`config.mk`:
```
export PLATFORM = sky130hd
export DESIGN_NAME = id_ctrl_stage
export DESIGN_NICKNAME = d
export VERILOG_FILES = /design/src/rtl/id_ctrl_stage.sv
export SDC_FILE = /design/constraint.sdc
export NUM_CORES = 1
export LEC_CHECK = 0
export BUFFER_PORTS_ARGS = -buffer_cell sky130_fd_sc_hd__buf_2
export CORE_ASPECT_RATIO = 1.2
export CORE_MARGIN = 5
export CORE_UTILIZATION = 35
export DETAILED_ROUTE_END_ITERATION = 8
export GPL_ROUTABILITY_DRIVEN = 0
export PLACE_DENSITY = 0.57
export SETUP_SLACK_MARGIN = 0.1
export SLEW_MARGIN = 20
export SYNTH_ARGS = -nofsm -noshare
export SYNTH_HDL_FRONTEND = slang
export SYNTH_SLANG_ARGS = --single-unit
```
`constraint.sdc`:
```
create_clock -name clock -period 2.1 [get_ports clock]
set_input_delay 0.42 -clock clock [delete_from_list [all_inputs] [get_ports clock]]
set_output_delay 0.42 -clock clock [all_outputs]
set_load 0.02 [all_outputs]
```
`src/rtl/id_ctrl_stage.sv`:
```
// id_ctrl_stage: registered MIPS control decode between IF and EX with load-use and divide holds.
// Define CTRL_EXC_EN to decode exc (rsvd/eret/syscall/break) and mfc0/mtc0; otherwise they decode as NOPs.
module id_ctrl_stage #(
    parameter int DIV_CYCLES      = 32,
    parameter int LU_STALL_CYCLES = 1
) (
    input  logic        clock,
    input  logic        resetn,
    input  logic        in_valid,
    output logic        in_ready,
    input  logic [31:0] instruction,
    input  logic        flush,
    input  logic        ex_memread,
    input  logic [4:0]  ex_rt,
    output logic        out_valid,
    input  logic        out_ready,
    output logic        regdst,
    output logic        alusrc,
    output logic        regwrite,
    output logic        memread,
    output logic        memwrite,
    output logic        mem_sign,
    output logic [1:0]  mem_dwidth,
    output logic [1:0]  aluop,
    output logic        jmp,
    output logic        jal,
    output logic        jr,
    output logic        jalr,
    output logic        sftmd,
    output logic        div,
    output logic        mfhi,
    output logic        mflo,
    output logic        mthi,
    output logic        mtlo,
    output logic        mfc0,
    output logic        mtc0,
    output logic [7:0]  br,
    output logic [3:0]  exc,
    output logic        div_busy
);

    typedef struct packed {
        logic       regdst;
        logic       alusrc;
        logic       regwrite;
        logic       memread;
        logic       memwrite;
        logic       mem_sign;
        logic [1:0] mem_dwidth;
        logic [1:0] aluop;
        logic       jmp;
        logic       jal;
        logic       jr;
        logic       jalr;
        logic       sftmd;
        logic       div;
        logic       mfhi;
        logic       mflo;
        logic       mthi;
        logic       mtlo;
        logic       mfc0;
        logic       mtc0;
        logic [7:0] br;
        logic [3:0] exc;
    } ctrl_t;

    typedef enum logic [1:0] {
        RUN,
        LU_STALL,
        DIV_WAIT
    } state_t;

    localparam int MAXC = (DIV_CYCLES > LU_STALL_CYCLES) ? DIV_CYCLES : LU_STALL_CYCLES;
    localparam int CW   = $clog2(MAXC + 1);

    logic [5:0] op;
    logic [5:0] funct;
    logic [4:0] rs;
    logic [4:0] rt;
    logic       unused_bits;

    assign op          = instruction[31:26];
    assign rs          = instruction[25:21];
    assign rt          = instruction[20:16];
    assign funct       = instruction[5:0];
    assign unused_bits = ^instruction[15:6];

    ctrl_t d;
    logic  rsvd;

    always_comb begin
        d    = '0;
        rsvd = 1'b0;
        case (op)
            6'h00: begin
                if (funct == 6'h0C) begin
                    d.exc[1] = 1'b1;
                end else if (funct == 6'h0D) begin
                    d.exc[0] = 1'b1;
                end else begin
                    d.regdst   = 1'b1;
                    d.aluop    = 2'b10;
                    d.sftmd    = funct inside {6'h00, 6'h02, 6'h03, 6'h04, 6'h06, 6'h07};
                    d.div      = funct inside {6'h1A, 6'h1B};
                    d.jr       = (funct == 6'h08);
                    d.jalr     = (funct == 6'h09);
                    d.mfhi     = (funct == 6'h10);
                    d.mthi     = (funct == 6'h11);
                    d.mflo     = (funct == 6'h12);
                    d.mtlo     = (funct == 6'h13);
                    d.regwrite = !(d.jr | d.mthi | d.mtlo | d.div);
                end
            end
            6'h01: begin
                d.aluop = 2'b01;
                case (rt)
                    5'h00:   d.br[5] = 1'b1;
                    5'h01:   d.br[4] = 1'b1;
                    5'h10: begin
                        d.br[7]    = 1'b1;
                        d.regwrite = 1'b1;
                    end
                    5'h11: begin
                        d.br[6]    = 1'b1;
                        d.regwrite = 1'b1;
                    end
                    default: rsvd = 1'b1;
                endcase
            end
            6'h02: d.jmp = 1'b1;
            6'h03: begin
                d.jal      = 1'b1;
                d.regwrite = 1'b1;
            end
            6'h04, 6'h05, 6'h06, 6'h07: begin
                d.aluop        = 2'b01;
                d.br[op[1:0]]  = 1'b1;
            end
            6'h08, 6'h09, 6'h0A, 6'h0B, 6'h0C, 6'h0D, 6'h0E, 6'h0F: begin
                d.alusrc   = 1'b1;
                d.regwrite = 1'b1;
                d.aluop    = 2'b10;
            end
            6'h20, 6'h21, 6'h23, 6'h24, 6'h25: begin
                d.alusrc     = 1'b1;
                d.regwrite   = 1'b1;
                d.memread    = 1'b1;
                d.mem_sign   = !op[2];
                d.mem_dwidth = (op[1:0] == 2'b11) ? 2'b11 : {1'b0, op[0]};
            end
            6'h28, 6'h29, 6'h2B: begin
                d.alusrc     = 1'b1;
                d.memwrite   = 1'b1;
                d.mem_dwidth = (op[1:0] == 2'b11) ? 2'b11 : {1'b0, op[0]};
            end
            6'h10: begin
                if (rs == 5'h00) begin
                    d.mfc0     = 1'b1;
                    d.regwrite = 1'b1;
                end else if (rs == 5'h04) begin
                    d.mtc0 = 1'b1;
                end else if (rs == 5'h10 && funct == 6'h18) begin
                    d.exc[2] = 1'b1;
                end else begin
                    rsvd = 1'b1;
                end
            end
            default: rsvd = 1'b1;
        endcase
`ifdef CTRL_EXC_EN
        if (rsvd) begin
            d        = '0;
            d.exc[3] = 1'b1;
        end
`else
        // Without exception support, trap and COP0 encodings collapse to NOPs.
        if (rsvd || d.exc != 4'b0000 || d.mfc0 || d.mtc0) begin
            d = '0;
        end
`endif
    end

    state_t        state;
    logic [CW-1:0] cnt;
    logic          hazard;
    logic          accept;
    ctrl_t         q;

    assign hazard = in_valid && ex_memread && (ex_rt != 5'h00) &&
                    ((ex_rt == rs) || (ex_rt == rt));
    assign in_ready = (state == RUN) && !hazard && (!out_valid || out_ready);
    assign accept   = in_valid && in_ready;
    assign div_busy = (state == DIV_WAIT);

    always_ff @(posedge clock or negedge resetn) begin
        if (!resetn) begin
            state <= RUN;
            cnt   <= '0;
        end else if (flush) begin
            state <= RUN;
            cnt   <= '0;
        end else begin
            case (state)
                RUN: begin
                    if (hazard) begin
                        state <= LU_STALL;
                        cnt   <= CW'(LU_STALL_CYCLES - 1);
                    end else if (accept && d.div) begin
                        state <= DIV_WAIT;
                        cnt   <= CW'(DIV_CYCLES - 1);
                    end
                end
                LU_STALL, DIV_WAIT: begin
                    if (cnt == '0) begin
                        state <= RUN;
                    end else begin
                        cnt <= cnt - CW'(1);
                    end
                end
                default: begin
                    state <= RUN;
                    cnt   <= '0;
                end
            endcase
        end
    end

    always_ff @(posedge clock or negedge resetn) begin
        if (!resetn) begin
            out_valid <= 1'b0;
            q         <= '0;
        end else if (flush) begin
            out_valid <= 1'b0;
        end else if (accept) begin
            out_valid <= 1'b1;
            q         <= d;
        end else if (out_ready) begin
            out_valid <= 1'b0;
        end
    end

    assign regdst     = q.regdst;
    assign alusrc     = q.alusrc;
    assign regwrite   = q.regwrite;
    assign memread    = q.memread;
    assign memwrite   = q.memwrite;
    assign mem_sign   = q.mem_sign;
    assign mem_dwidth = q.mem_dwidth;
    assign aluop      = q.aluop;
    assign jmp        = q.jmp;
    assign jal        = q.jal;
    assign jr         = q.jr;
    assign jalr       = q.jalr;
    assign sftmd      = q.sftmd;
    assign div        = q.div;
    assign mfhi       = q.mfhi;
    assign mflo       = q.mflo;
    assign mthi       = q.mthi;
    assign mtlo       = q.mtlo;
    assign mfc0       = q.mfc0;
    assign mtc0       = q.mtc0;
    assign br         = q.br;
    assign exc        = q.exc;

endmodule

```
# == Word level (Yosys, flattened, before mapping) ==
# Index checks and enable logic that the tools add are counted.
# totals
input_bits,43
wordCells,189
out_inout_bits,37
reg_bits,43
# classes
n_mux,60
n_bitwise,4
n_lt_le_gt_ge,2
reduce_logical,44
addsub,1
n_eq_ne,53
# op_table
op,count
"== test 6 x 4 -> 1 bit, second input constant",12
"== test 6 x 5 -> 1 bit, second input constant",8
"== test 6 bit, second input constant",8
"== test 6 x 3 -> 1 bit, second input constant",7
two-way mux 1 bit,34
two-way mux 34 bit,1
"== test 6 x 2 -> 1 bit, second input constant",4
two-way mux 6 bit,4
two-way mux 8 bit,3
OR reduction 23 bit,1
two-way mux 2 bit,10
zero test 6 bit,3
OR reduction 16 bit,1
OR reduction 8 bit,2
"== test 5 bit, second input constant",3
OR reduction 14 bit,1
case mux 6 bit (2 select lines),1
== test 5 bit,2
zero test 5 bit,2
OR reduction 5 bit,2
logical AND 1 bit,9
two-way mux 4 bit,2
OR reduction 4 bit,2
"== test 6 x 1 -> 1 bit, second input constant",1
other kinds (26),41

# == Longest topological paths before layout ==
# logic_depth
depth_word,16
mapped_depth,8
mapped_depth_nobuf,8

# == Worst setup path before layout ==
# OpenSTA, ideal clock, no wires.
# synth_path
kind,input port to flip-flop
start,input ex_rt[1]
end,register q (netlist bit sftmd)
setup_time_ns,0.104
cell_stages,7
n_path_buf,2
t_required_ns,1.996
arrival_ns,1.986
setup_slack_ns,0.011
path_cell_list,or4_1 -> o211ai_2 -> inv_2 -> a211o_1 -> buf_6 -> buf_6 -> o41ai_2
# synth_via
elab_chain_len,8
word_cells_on_any_way,11
classes_between,eq/ne: 2; reduce/logical: 9
# synth_lines
element,line_no,text
start: declaration,14,"input logic [4:0] ex_rt,"
== test 5 bit or nonzero test 5 bit (tied branches),"190, 189",
logical OR 1 bit or logical AND 1 bit (tied branches),"190, 189",
logical AND 1 bit (*),189,assign hazard = in_valid && ex_memread && (ex_rt != 5'h00) &&
zero test 1 bit (*),191,assign in_ready = (state == RUN) && !hazard && (!out_valid || out_ready);
logical AND 1 bit (*) (2 in series),191,
logical AND 1 bit (*),192,assign accept = in_valid && in_ready;
AND reduction 2 bit (no source line) (*),-,
end signal: assignment,231,q <= '0;
end signal: assignment,236,q <= d;
end: declaration,187,ctrl_t q;
# Mark *: on every way between the ends. The rest lies on a longest branch, timed or not.
# A chain may end at the register's enable or synchronous reset.

# == Worst setup path after layout ==
# layout_path
start,input ex_rt[4]
end,output in_ready
# layout_via
elab_chain_len,6
word_cells_on_any_way,9
classes_between,eq/ne: 2; reduce/logical: 7
# layout_lines
element,line_no,text
== test 5 bit or nonzero test 5 bit (tied branches),"190, 189",
logical OR 1 bit or logical AND 1 bit (tied branches),"190, 189",
logical AND 1 bit (*),189,
zero test 1 bit (*),191,
logical AND 1 bit (*) (2 in series),191,
end: declaration,10,"output logic in_ready,"
# Marked as above.

==> flow_metrics.tcl <==
set metrics [dict create \
    status "finished, final reports clean" \
    ys_seq_area_frac 0.4449 \
    core_area_um2 6486 \
    cts_tree "yes" \
    synth_most_common_cell "nand2_1" \
    synth.area.top_cells "dfrtp_1 (44%), nand2_1 (8.1%), o31ai_1 (4.1%)" \
    netlist.area_leader.share 0.4449 \
    drt_wl_total_um 6158 \
    slew-limit-headroom 0.6370 \
    worst_setup_path_start_kind "primary input" \
    die_w_um 85.00 \
    path_cells "buf_6 > or4_4 > o211ai_2 > inv_2 > nand2_2 > and3_4 > buf_6" \
    synth_edf_count 0 \
    finalNetCount 403 \
    p_leak_uw 0.001547 \
    row_count 32 \
    drv_cap 0 \
    wl_met3_um 313 \
    peakVddDrop_v 0.0003053 \
    finalMaxSlewViolations 0 \
    insertedDiodeCount 0 \
    critPathSlowestCell "or4_4" \
    power.density_nw_per_um2 799.5 \
    synth_ff_type "dfrtp_1" \
    place_area_um2 3013 \
    worstSkewPairLatency_ns 0.29 \
    dieArea_um2 8499 \
    start_util 0.3642 \
    dp_cells 432 \
    die-height_um 100.0 \
    ys_seq_elements 42 \
    drive_above_1_share 0.3764 \
    final.setup_skew_ns 0.006118 \
    worstSetupEndpointType "primary output" \
    tightest_slew_ns 0.5445 \
    grt_first_pass_wirelength_um 10700 \
    wire_per_inst_um 13.96 \
    crit_top_cell "buf_6" \
    grt_antenna_before_repair 0 \
    cp_slowest_stage_delay_ns 0.52 \
    max_freq_ghz 0.4892 \
    final_cells 441 \
    grt_util_all_layers 0.1540 \
    postCtsHoldBufs 0 \
    post-place-ws_ns -0.1972 \
    wl_met1_um 2773 \
    syn2layout_area_growth_pct 35.06 \
    final-setup-viol-count 0 \
    met2_length_um 2980 \
    cts_made_buffers 5 \
    worst_ep_arrival_time_ns 1.62 \
    grt_max_degree 43 \
    fin_ws_ns 0.05593 \
    syn_nets 306 \
    worstSetupPathType "primary input to primary output" \
    cts_max_path_buffers 2 \
    syn_area_per_cell_um2 9.156 \
    ys_top_cells_by_count "nand2_1 (51), dfrtp_1 (42), o21ai_0 (17)" \
    final_antenna_net_count 0 \
    h-tree-depth 2 \
    worstPathRequired_ns 1.68 \
    gr-total-overflow 0 \
    period_needed_ns 2.044 \
    fin_setup_tns_ns 0 \
    final_area_um2 3191 \
    synth_cell_type_count 50 \
    io_pins 80 \
    hpwl_um 4848 \
    drt-initial-drc-count 114 \
    yosys_warnings 0 \
    syn_inst 258 \
    p_total_uw 2551 \
    hp-class "primary input to asynchronous set/reset pin" \
    dr.pass1.iters 4 \
    root_buffer "clkbuf_8" \
    rsz0062_at_grt "true" \
    yosys.area.top_type "dfrtp_1" \
    layout_worst_path_cycle_share 0.9734 \
    post_drt_via_cell_ratio 4.912 \
    cp_max_fo 2 \
    async_flop_share 1.000 \
    clk_transition_reported_paths_ns 0.08 \
    hold_violations 0 \
    vias 2166 \
    top_layer_used "met4" \
    grt_pass1_vias 2228 \
    netlist_area_um2 2362 \
    io_buffers 68 \
    cts_num_sinks 42 \
    drcViolationCount 0 \
]
[layout by cell type, fill, tap and decap left out, drive strengths merged, types with 2 or more instances in the layout]
cell / Yosys / layout
and3: 2 / 2
nor2: 15 / 15
or4: 3 / 3
a22oi: 2 / 2
buf: 6 / 102
nor3b: 2 / 2
a21oi: 9 / 9
and2: 6 / 6
o31ai: 13 / 13
o21ai: 18 / 18
nor2b: 4 / 4
or2: 2 / 2
nand4: 4 / 4
ha: 5 / 5
o41ai: 8 / 8
nor3: 9 / 9
nand2: 51 / 51
nand2b: 7 / 7
nand3: 6 / 6
xnor2: 10 / 10
o211ai: 4 / 4
clkbuf: 6 / 5
inv: 7 / 8
dfrtp: 42 / 42
a211o: 2 / 2
[final timing paths]
kind | startpoint | end | slack [ns] | cells after the start
setup / recovery | ex_rt[4] | in_ready | 0.06 | 7
hold reg to reg | div | div | 0.48 | 2
hold / removal | resetn | cnt[3] | 0.18 | 2
min in group clock | instruction[0] | mflo | 0.40 | 2
max in group asynchronous | resetn | br[2] | 1.54 | 2
setup reg to reg | state[1] | cnt[2] | 0.20 | 9
[sequential cells by signal, summed over array words and instances (netlist names), 2 cells and up]
signal,flops
aluop,2
br,8
cnt,6
exc,3
mem_dwidth,2
state,2
[kinds of logic after synthesis]
kind of cell / count (synthesis) / share of synthesized area
DFF: 42 / 0.4449
AOI/OAI and AO/OA: 63 / 0.1954
adders and majority gates: 5 / 0.02648
other: 1 / 0.001587
and+or+nand+nor: 118 / 0.2542
xor gates and xnor gates: 10 / 0.03707
buffers and inverters: 19 / 0.04025
[layout make-up]
cell class / instances / area [um2]
clock buffers: 5 / 68.82
clock inverters: 3 / 43.79
fillers: 678 / 3296
inverters: 7 / 26.28
multi-input cells: 197 / 1274
flip-flops and latches: 42 / 1051
well taps: 85 / 106.4
repair buffers: 102 / 620.6
[where the power goes]
group / leakage [uW] / total [uW] / internal (uW) / switching, uW
Combinational: 0.000914 / 929 / 411 / 518
Sequential: 0.000574 / 973 / 902 / 70.9
Clock: 0.0000585 / 649 / 356 / 292
[per-layer routing]
layer / up-vias / global-route usage
met4: 0 / 0.04750
met5: - / 0
met2: 54 / 0.2482
met1: 994 / 0.2048
li1: 1110 / -
met3: 8 / 0.03612
[metrics by stage]
step	hold slack, ns	utilization
after floorplan	0.1244	-
after global placement	0.4574	0.4645
after detailed placement	0.4617	0.4645
after CTS	0.2023	0.4848
after global routing	0.2443	0.4919
final	0.1776	0.4919
[critical path: cells and delay by family]
| kind | cells | cell delay, ns |
|---|---|---|
| simple gates | 3 | 0.76 |
| compound gates | 1 | 0.19 |
| buf+inv | 3 | 0.26 |
[timing repair]
item	in CTS	in global routing
resized for setup	5	7
endpoints found under the setup margin	1	11
setup buffers	0	1
pin swaps	2	2
Power figures use the tool's default switching activity.
